==> config.mk <==
export PLATFORM = sky130hd
export DESIGN_NAME = wrr_burst_arbiter
export DESIGN_NICKNAME = d
export VERILOG_FILES = /design/src/rtl/wrr_pkg.sv /design/src/rtl/rr_pick.sv /design/src/rtl/wrr_burst_arbiter.sv
export SDC_FILE = /design/constraint.sdc
export NUM_CORES = 1
export LEC_CHECK = 0
export BUFFER_PORTS_ARGS = -buffer_cell sky130_fd_sc_hd__buf_2
export CAP_MARGIN = 0
export CORE_MARGIN = 8
export CORE_UTILIZATION = 50
export DETAILED_ROUTE_END_ITERATION = 10
export GPL_TIMING_DRIVEN = 0
export PLACE_DENSITY_LB_ADDON = 0.05
export SETUP_SLACK_MARGIN = 0.1
export SLEW_MARGIN = 15
export SYNTH_ARGS = -nofsm -noshare
export SYNTH_HDL_FRONTEND = slang
export SYNTH_SLANG_ARGS = --single-unit
==> constraint.sdc <==
create_clock -name i_clk -period 7.71 [get_ports i_clk]
set_input_delay 0.771 -clock i_clk [delete_from_list [all_inputs] [get_ports i_clk]]
set_output_delay 0.771 -clock i_clk [all_outputs]
set_load 0.02 [all_outputs]
==> src/rtl/wrr_pkg.sv <==
// ============================================================================
// Module : wrr_pkg
// Brief  : Shared types and round-robin pick helpers for the arbiter family.
// Rev    : 1.0  initial release
// ============================================================================
`default_nettype none

package wrr_pkg;

  typedef enum logic [0:0] {
    IDLE  = 1'b0,
    GRANT = 1'b1
  } state_t;

  localparam int MAX_N = 32;
  localparam int IDXW  = $clog2(MAX_N);

  // First set bit of req at or after ptr, wrapping modulo n; same result as
  // rotate-right / isolate-lowest / rotate-left, without variable shifters.
  function automatic logic [MAX_N-1:0] rr_onehot(input logic [MAX_N-1:0] req,
                                                 input int ptr,
                                                 input int n);
    logic [MAX_N-1:0] pick;
    logic             found;
    int               j;
    pick  = '0;
    found = 1'b0;
    for (int k = 0; k < MAX_N; k++) begin
      if (k < n) begin
        j = ptr + k;
        if (j >= n) j = j - n;
        if (!found && req[j[IDXW-1:0]]) begin
          pick[j[IDXW-1:0]] = 1'b1;
          found             = 1'b1;
        end
      end
    end
    return pick;
  endfunction

  function automatic logic [IDXW-1:0] oh2idx(input logic [MAX_N-1:0] oh);
    logic [IDXW-1:0] idx;
    idx = '0;
    for (int i = 0; i < MAX_N; i++) begin
      if (oh[i]) idx = idx | i[IDXW-1:0];
    end
    return idx;
  endfunction

endpackage

`default_nettype wire

==> src/rtl/rr_pick.sv <==
// ============================================================================
// Module : rr_pick
// Brief  : Combinational rotating-priority pick: one-hot winner and its index.
// Rev    : 1.0  initial release
// ============================================================================
`default_nettype none

module rr_pick
  import wrr_pkg::*;
#(
  parameter int N = 8,
  parameter int M = $clog2(N)
) (
  input  logic [N-1:0] req,
  input  logic [M-1:0] ptr,
  output logic [N-1:0] gnt,
  output logic [M-1:0] idx
);

  logic [MAX_N-1:0] req_ext;
  logic [MAX_N-1:0] gnt_ext;
  logic [IDXW-1:0]  idx_ext;

  always_comb begin
    req_ext        = '0;
    req_ext[N-1:0] = req;
    gnt_ext        = rr_onehot(req_ext, 32'(ptr), N);
    idx_ext        = oh2idx(gnt_ext);
  end

  assign gnt = gnt_ext[N-1:0];
  assign idx = idx_ext[M-1:0];

  generate
    if (N < MAX_N) begin : g_pad_sink
      logic unused_pad;
      assign unused_pad = ^{gnt_ext[MAX_N-1:N], idx_ext};
    end
  endgenerate

endmodule

`default_nettype wire

==> src/rtl/wrr_burst_arbiter.sv <==
// ============================================================================
// Module : wrr_burst_arbiter
// Brief  : Weighted round-robin burst arbiter; grants last up to weight[i]
//          beats. Define WRR_TIMEOUT_EN to add the idle-beat watchdog.
// Rev    : 1.0  initial release
// ============================================================================
`default_nettype none

module wrr_burst_arbiter
  import wrr_pkg::*;
#(
  parameter  int N              = 8,
  parameter  int W              = 4,
  parameter  int DEFAULT_WEIGHT = 1,
  parameter  int TIMEOUT        = 16,
  localparam int M              = $clog2(N)
) (
  input  logic         i_clk,
  input  logic         i_rstn,
  input  logic [N-1:0] i_req,
  input  logic         i_beat,
  input  logic         i_last,
  input  logic         i_cfg_we,
  input  logic [M-1:0] i_cfg_idx,
  input  logic [W-1:0] i_cfg_weight,
`ifdef WRR_TIMEOUT_EN
  output logic         o_timeout,
`endif
  output logic [N-1:0] o_gnt,
  output logic         o_gnt_vld,
  output logic [M-1:0] o_gnt_idx,
  output logic [W-1:0] o_credit
);

  state_t       state_q, state_d;
  logic [M-1:0] ptr_q, ptr_d;
  logic [N-1:0] gnt_q, gnt_d;
  logic [M-1:0] idx_q, idx_d;
  logic [W-1:0] credit_q, credit_d;
  logic [W-1:0] weight_q [N];
  logic [W-1:0] weight_d [N];

  logic [N-1:0] elig;
  logic [N-1:0] pick_gnt;
  logic [M-1:0] pick_idx;
  logic         owner_req;
  logic         timeout_hit;
  logic         release_now;

  always_comb begin
    for (int i = 0; i < N; i++) begin
      elig[i] = i_req[i] && (weight_q[i] != '0);
    end
  end

  rr_pick #(.N(N), .M(M)) u_pick (
    .req (elig),
    .ptr (ptr_q),
    .gnt (pick_gnt),
    .idx (pick_idx)
  );

  assign owner_req = |(i_req & gnt_q);

`ifdef WRR_TIMEOUT_EN
  localparam int TW = $clog2(TIMEOUT + 1);
  logic [TW-1:0] tcnt_q, tcnt_d;
  logic          timeout_q;

  // Fires on the cycle whose missing beat would bring the count to TIMEOUT.
  assign timeout_hit = (state_q == GRANT) && !i_beat && (tcnt_q == TW'(TIMEOUT - 1));

  always_comb begin
    tcnt_d = '0;
    if (state_q == GRANT && !release_now && !i_beat) tcnt_d = tcnt_q + TW'(1);
  end

  always_ff @(posedge i_clk or negedge i_rstn) begin
    if (!i_rstn) begin
      tcnt_q    <= '0;
      timeout_q <= 1'b0;
    end else begin
      tcnt_q    <= tcnt_d;
      timeout_q <= timeout_hit;
    end
  end

  assign o_timeout = timeout_q;
`else
  assign timeout_hit = 1'b0;
`endif

  assign release_now = (state_q == GRANT) &&
                       ((i_beat && (credit_q == W'(1) || i_last)) || !owner_req || timeout_hit);

  always_comb begin
    for (int i = 0; i < N; i++) begin
      weight_d[i] = weight_q[i];
      if (i_cfg_we && (i_cfg_idx == i[M-1:0])) weight_d[i] = i_cfg_weight;
    end
  end

  always_ff @(posedge i_clk or negedge i_rstn) begin
    if (!i_rstn) begin
      state_q  <= IDLE;
      ptr_q    <= '0;
      gnt_q    <= '0;
      idx_q    <= '0;
      credit_q <= '0;
      for (int i = 0; i < N; i++) weight_q[i] <= W'(DEFAULT_WEIGHT);
    end else begin
      state_q  <= state_d;
      ptr_q    <= ptr_d;
      gnt_q    <= gnt_d;
      idx_q    <= idx_d;
      credit_q <= credit_d;
      for (int i = 0; i < N; i++) weight_q[i] <= weight_d[i];
    end
  end

  always_comb begin
    state_d = state_q;
    case (state_q)
      IDLE:    if (|elig)      state_d = GRANT;
      GRANT:   if (release_now) state_d = IDLE;
      default:                 state_d = IDLE;
    endcase
  end

  always_comb begin
    ptr_d    = ptr_q;
    gnt_d    = gnt_q;
    idx_d    = idx_q;
    credit_d = credit_q;
    case (state_q)
      IDLE: begin
        gnt_d    = '0;
        idx_d    = '0;
        credit_d = '0;
        if (|elig) begin
          gnt_d    = pick_gnt;
          idx_d    = pick_idx;
          credit_d = weight_q[pick_idx];
        end
      end
      GRANT: begin
        if (release_now) begin
          gnt_d    = '0;
          idx_d    = '0;
          credit_d = '0;
          ptr_d    = (idx_q == M'(N - 1)) ? '0 : idx_q + M'(1);
        end else if (i_beat) begin
          credit_d = credit_q - W'(1);
        end
      end
      default: begin
        gnt_d    = '0;
        idx_d    = '0;
        credit_d = '0;
      end
    endcase
  end

  assign o_gnt     = gnt_q;
  assign o_gnt_vld = |gnt_q;
  assign o_gnt_idx = idx_q;
  assign o_credit  = credit_q;

endmodule

`default_nettype wire

# After elaboration in Yosys (flattened, before gate mapping)
# Cells that the tools add are included.
[classes]
order_cmp = 25
eq_ne = 12
n_mul = 0
bitwise_logic = 10
div = 0
n_shift = 0
n_mux = 114
n_reduce_logical = 57
n_addsub = 17
[op_table]
columns = ["operator", "count"]
rows = [
  ["$mux W32", 8],
  ["$ge A32 B5 Y1 const B", 7],
  ["$or A32 B32 Y32", 7],
  ["$mux W5", 16],
  ["$mux W4", 17],
  ["$lt A5 B6 Y1 const B", 8],
  ["$mux W3", 15],
  ["$bmux W1 S5", 8],
  ["$demux W1 S5", 8],
  ["$ge A5 B1 Y1 const B", 8],
  ["$sub A5 B5 Y5 const B", 7],
  ["$logic_and A1 B1 Y1", 33],
  ["$mux W8", 4],
  ["$reduce_bool A4 Y1", 8],
  ["$mux W1", 29],
  ["$reduce_or A8 Y1", 3],
  ["$add A3 B3 Y4 const B", 4],
  ["$pmux W8 S2", 1],
  ["$eq A3 B3 Y1 const B", 5],
  ["$bmux W4 S3", 1],
  ["$add A3 B2 Y4 const B", 2],
  ["$and A8 B8 Y8", 1],
  ["$logic_not A1 Y1", 8],
  ["$mux W2", 4],
  ["other kinds (20)", 23],
]
[word_totals]
mem_bits_ro = 0
ram_bits = 0
mem_count = 0
latchBits = 0
out_inout_bits = 16
regBits = 51

# Logic depth before layout (Yosys ltp)
[depth]
depth_word = 63
ltp_mapped = 17
ltp_nobuf = 13

# Modules after synthesis
# A second synthesis with hierarchy kept.
[hier_totals]
hier_cells = 361
hier_area_um2 = 4135.2
[modules_own_cells]
columns = ["mod", "seq_area_each_um2", "cells_each", "n_inst", "area_each_um2"]
rows = [
  ["wrr_burst_arbiter", 1286.2, 175, 1, 2472.4],
  ["rr_pick", 0.0, 186, 1, 1662.8],
]

# Least setup slack after synthesis
# No wires, ideal clock.
[synth_timing]
path_kind = "register to register"
startpoint = "reg ptr_q[0]"
endpoint = "reg credit_q[2] (netlist: o_credit[2])"
path_stages_with_launch = 18
path_slack_ps = 3231
path_buffers = 5
synth_period_minus_slack_ps = 4479
t_arrival_ps = 4346
required_time_ps = 7577
cell_sequence = "dfrtp_1 buf_2 inv_1 buf_2 ha_1 clkbuf_2 mux4_2 mux2i_1 or4_4 buf_6 o32ai_4 a2111oi_2 nand4_1 nor3_1 buf_2 nand3_1 o211ai_1 o211ai_1"
[synth_via]
elab_chain_len = 63
word_cells_on_any_way = 160
[synth_rtl]
columns = ["element", "line", "rtl"]
rows = [
  ["start, declared", "wrr_burst_arbiter.sv:36", "logic [M-1:0] ptr_q, ptr_d;"],
  ["start signal, assigned", "wrr_burst_arbiter.sv:113", "ptr_q <= ptr_d;"],
  ["branches (longest 25 deep; another with $ge A32 B5 Y1)", "-", ""],
  ["$mux W32 (*)", "wrr_pkg.sv:32", "if (!found && req[j[IDXW-1:0]]) begin"],
  ["$mux W1", "wrr_pkg.sv:45", "if (oh[i]) idx = idx | i[IDXW-1:0];"],
  ["$mux W2 (2 in a row)", "wrr_pkg.sv:45", ""],
  ["$mux W3 (4 in a row)", "wrr_pkg.sv:45", ""],
  ["$mux W4 (8 in a row)", "wrr_pkg.sv:45", ""],
  ["$mux W5 (8 in a row)", "wrr_pkg.sv:45", ""],
  ["$mux W1", "wrr_pkg.sv:45", ""],
  ["$mux W2 (2 in a row)", "wrr_pkg.sv:45", ""],
  ["$mux W3 (3 in a row)", "wrr_pkg.sv:45", ""],
  ["$mux W3 (*)", "wrr_pkg.sv:45", ""],
  ["$not A3 Y4 (implied by the code) (*)", "wrr_burst_arbiter.sv:143", "credit_d = weight_q[pick_idx];"],
  ["$bmux W4 S3 (*)", "wrr_burst_arbiter.sv:143", ""],
  ["$mux W4 (implied by the code) (*) (2 in a row)", "wrr_burst_arbiter.sv:143", ""],
  ["$mux W4 (*)", "wrr_burst_arbiter.sv:140", "if (|elig) begin"],
  ["$mux W4 (*)", "wrr_burst_arbiter.sv:135", "case (state_q)"],
  ["$pmux W4 S2 (*)", "wrr_burst_arbiter.sv:135", ""],
  ["end signal, assigned", "wrr_burst_arbiter.sv:116", "credit_q <= credit_d;"],
  ["end, declared", "wrr_burst_arbiter.sv:39", "logic [W-1:0] credit_q, credit_d;"],
]
# Every way passes the cells marked *. The select of a mux whose other input is x is not followed.
# A chain may end at the register's enable or synchronous reset.

# Worst setup path in the final report
[layout_timing]
startpoint = "reg ptr_q[0]"
endpoint = "reg credit_q[0] (netlist: o_credit[0])"
# Same word-level chain as after synthesis.

==> impl_metrics.json <==
{
  "outcome": "complete, no violations",
  "fin_nets": 468,
  "pwr-share-comb": 0.706,
  "swShare": 0.5135,
  "synthFlopType": "dfrtp_1",
  "cts.htree.levels": 2,
  "antenna_cells": 0,
  "yosysUniqueCellTypes": 68,
  "hold_path.class": "in2async",
  "syn_nets": 426,
  "timing.critical_path.mode_cell": "buf_2",
  "ys_seq_area_frac": 0.3194,
  "period_needed_ns": 5.679,
  "yosys_warnings": 0,
  "ys_async_sr_fraction": 1.000,
  "area_delta_synth_final_pct": 10.59,
  "synthAdderAreaFrac": 0.05281,
  "multi_input_area_sq_um": 2625,
  "power-per-cell-area_nw_per_um2": 490.8,
  "seqCellArea_sq_um": 1286,
  "grt_use_total": 0.2147,
  "setup_viol": 0,
  "avgSynthCellArea_sq_um": 10.35,
  "synth.area.mux_share": 0.2271,
  "worstPathMaxFanout": 11,
  "cts_hold_buffers": 0,
  "via_per_inst": 6.511,
  "coreArea_sq_um": 7767,
  "post_drt_wl_per_cell_um": 22.47,
  "cts_tree": "done",
  "die_area_sq_um": 11180,
  "maxCapViolations": 0,
  "seqPwrFrac": 0.203,
  "num_vias": 3477,
  "drcViolationCount": 0,
  "clock-sinks": 51,
  "yosysTopAreaCell": "dfrtp_1",
  "synth_compound_area_frac": 0.1960,
  "drt_iter0_markers": 216,
  "grt_pass1_vias": 3497,
  "antenna_found_initial": 0,
  "synth-xor-area-share": 0.004349,
  "pwr-share-clk": 0.091,
  "fmax_ghz": 0.1761,
  "path_class": "reg2reg",
  "maxSlewHeadroom": 0.2250,
  "mostFrequentLayoutCells": "43 x dfrtp_1, 39 x buf_2, 38 x nand2_1",
  "slowest_delay_ns": 0.79,
  "final_util": 0.5735,
  "maxSlewViolCount": 0,
  "synth_edf_count": 0,
  "start_kind": "flip-flop",
  "ant_nets": 0,
  "hold_viol": 0,
  "crit_required_ns": 7.89,
  "dpl.hpwl_mm": 9.509,
  "fin_area_sq_um": 4454,
  "initial_core_util": 0.5185,
  "worst_setup_path_end_kind": "flip-flop",
  "drive_gt1_frac": 0.2824,
  "dr.pass1.iters": 5,
  "netlist_top_cells_area": "dfrtp_1 27%, mux2_2 9.5%, mux4_2 6.2%",
  "gp_congestion": 0.9598,
  "worstMarginPinSlew_ns": 1.148,
  "p_int_mw": 1.064,
  "path_clk_slew_ns": 0.10,
  "cts-root-buf": "clkbuf_8",
  "synth_seq_cells": 51,
  "cts_inserted_buffers": 5,
  "synth_area_sq_um": 4028,
  "power_switching_mw": 1.123,
  "syn_inst": 389,
  "routed_wl_mm": 12.00,
  "post-route-period-util": 0.7366,
  "die_h_um": 105.8,
  "ioPinCount": 36,
  "die_x_um": 105.8,
  "grt_pass1_wl_mm": 19.22,
  "grt_max_degree": 52,
  "postCtsSetupBuffers": 0,
  "cpLargestDelayFamily": "buffers and inverters",
  "num_rows": 32,
  "cp_slowest_cell": "nor3_1",
  "portBuffers": 35,
  "grt_setup_unrepaired": "no",
  "final_common_cell": "dfrtp_1",
  "ir_worst_vdd_v": 0.0002062,
  "power.leakage_nw": 1.855,
  "cts_resized": 0,
  "fin_cells": 534,
  "placed_cells": 526,
  "finalSetupTns_ns": 0,
  "skew_ns": 0.01075,
  "cp_data_arrival_time_ns": 5.86,
  "cp_cell_sequence": "buf_2 -> inv_1 -> buf_2 -> ha_1 -> clkbuf_2 -> mux4_2 -> mux2i_1 -> or4_4 -> buf_6 -> o32ai_4 -> a2111oi_2 -> nand4_1 -> nor3_1 -> buf_2 -> nand3_1 -> o211ai_1 -> o211ai_1",
  "place_area_sq_um": 4330,
  "crit_buf_inv": 6,
  "clock_path_buffers": 2,
  "synthSimpleGateAreaFrac": 0.1715,
  "synth_top_family_by_area": "multiplexers",
  "fillers": 729,
  "clk_latency_ns": 0.31,
  "synthDominantCellAreaShare": 0.2672,
  "grt.overflow.total": 0
}
==> layer usage <==
layer | wire length, um | GRT usage
met1 | 5418 | 0.2858
met2 | 5490 | 0.3378
met3 | 688 | 0.03471
met4 | 403 | 0.09146
met5 | 0 | 0
==> Yosys cell counts (3+ instances only) <==
cell	n
a211oi_1	4
a21oi_1	6
a221o_1	4
a22o_1	7
a22oi_1	4
a32o_1	6
buf_2	5
clkbuf_1	6
dfrtp_1	43
dfstp_2	8
ha_1	17
inv_1	9
mux2_1	3
mux2_2	34
mux2i_1	18
mux4_2	11
nand2_1	38
nand2b_1	6
nand3_1	13
nand4_1	8
nand4b_1	3
nor2_1	19
nor3_1	11
nor3b_1	3
nor4_1	13
o211ai_1	7
o21ai_0	18
o41a_1	8
o41ai_1	9
==> cell type report <==
class / instances / share of cell area
Clock inverter: 2 / 0.008708
Multi-Input combinational cell: 313 / 0.5893
Tap cell: 102 / 0.02865
Clock buffer: 6 / 0.01854
Buffer: 15 / 0.01770
Timing Repair Buffer: 35 / 0.03989
Sequential cell: 51 / 0.2888
Inverter: 10 / 0.008427
==> power groups by stage <==
stage | clock [mW] | combinational, mW | sequential, mW
final | 0.199 | 1.54 | 0.443
after global routing | 0.213 | 1.67 | 0.455
after global placement | 0 | 1.53 | 0.443
after detailed placement | 0 | 1.52 | 0.446
after floorplan | 0 | 1.12 | 0.449
after CTS | 0.202 | 1.53 | 0.441
==> metrics by stage <==
| stage | total power, mW | hold WS (ns) | setup WS (ns) |
|---|---|---|---|
| final | 2.186 | 0.4800 | 2.031 |
| after global routing | 2.343 | 0.5359 | 1.601 |
| after CTS | 2.171 | 0.5327 | 2.015 |
| after detailed placement | 1.969 | 0.5096 | 2.018 |
| after global placement | 1.971 | 0.5205 | 2.024 |
| after floorplan | 1.565 | 0.4754 | 3.231 |
==> path summary, 6_finish.rpt <==
check	from	end	slack [ns]	cells past startpoint
min	i_rstn	o_gnt[6]	0.48	1
min reg2reg	o_gnt_idx[1]	o_gnt_idx[1]	0.53	2
max	ptr_q[0]	o_credit[0]	2.03	17
max reg2reg	ptr_q[0]	o_credit[0]	2.03	17
max in group asynchronous	i_rstn	weight_q[9]	6.79	1
min in group i_clk	o_gnt_idx[1]	o_gnt_idx[1]	0.53	2
==> cells by family after synthesis <==
kind of cell | count (synthesis)
flops | 51
compound gates | 95
mux | 70
fa+ha+maj | 17
xor+xnor | 2
buf+inv | 25
simple gates | 129
==> sequential cells by signal, summed over array words and instances (netlist names) <==
name	count
weight_q	32
o_gnt	8
o_credit	4
o_gnt_idx	3
ptr_q	3
state_q	1
No activity file was read; power rests on OpenSTA's default activity.
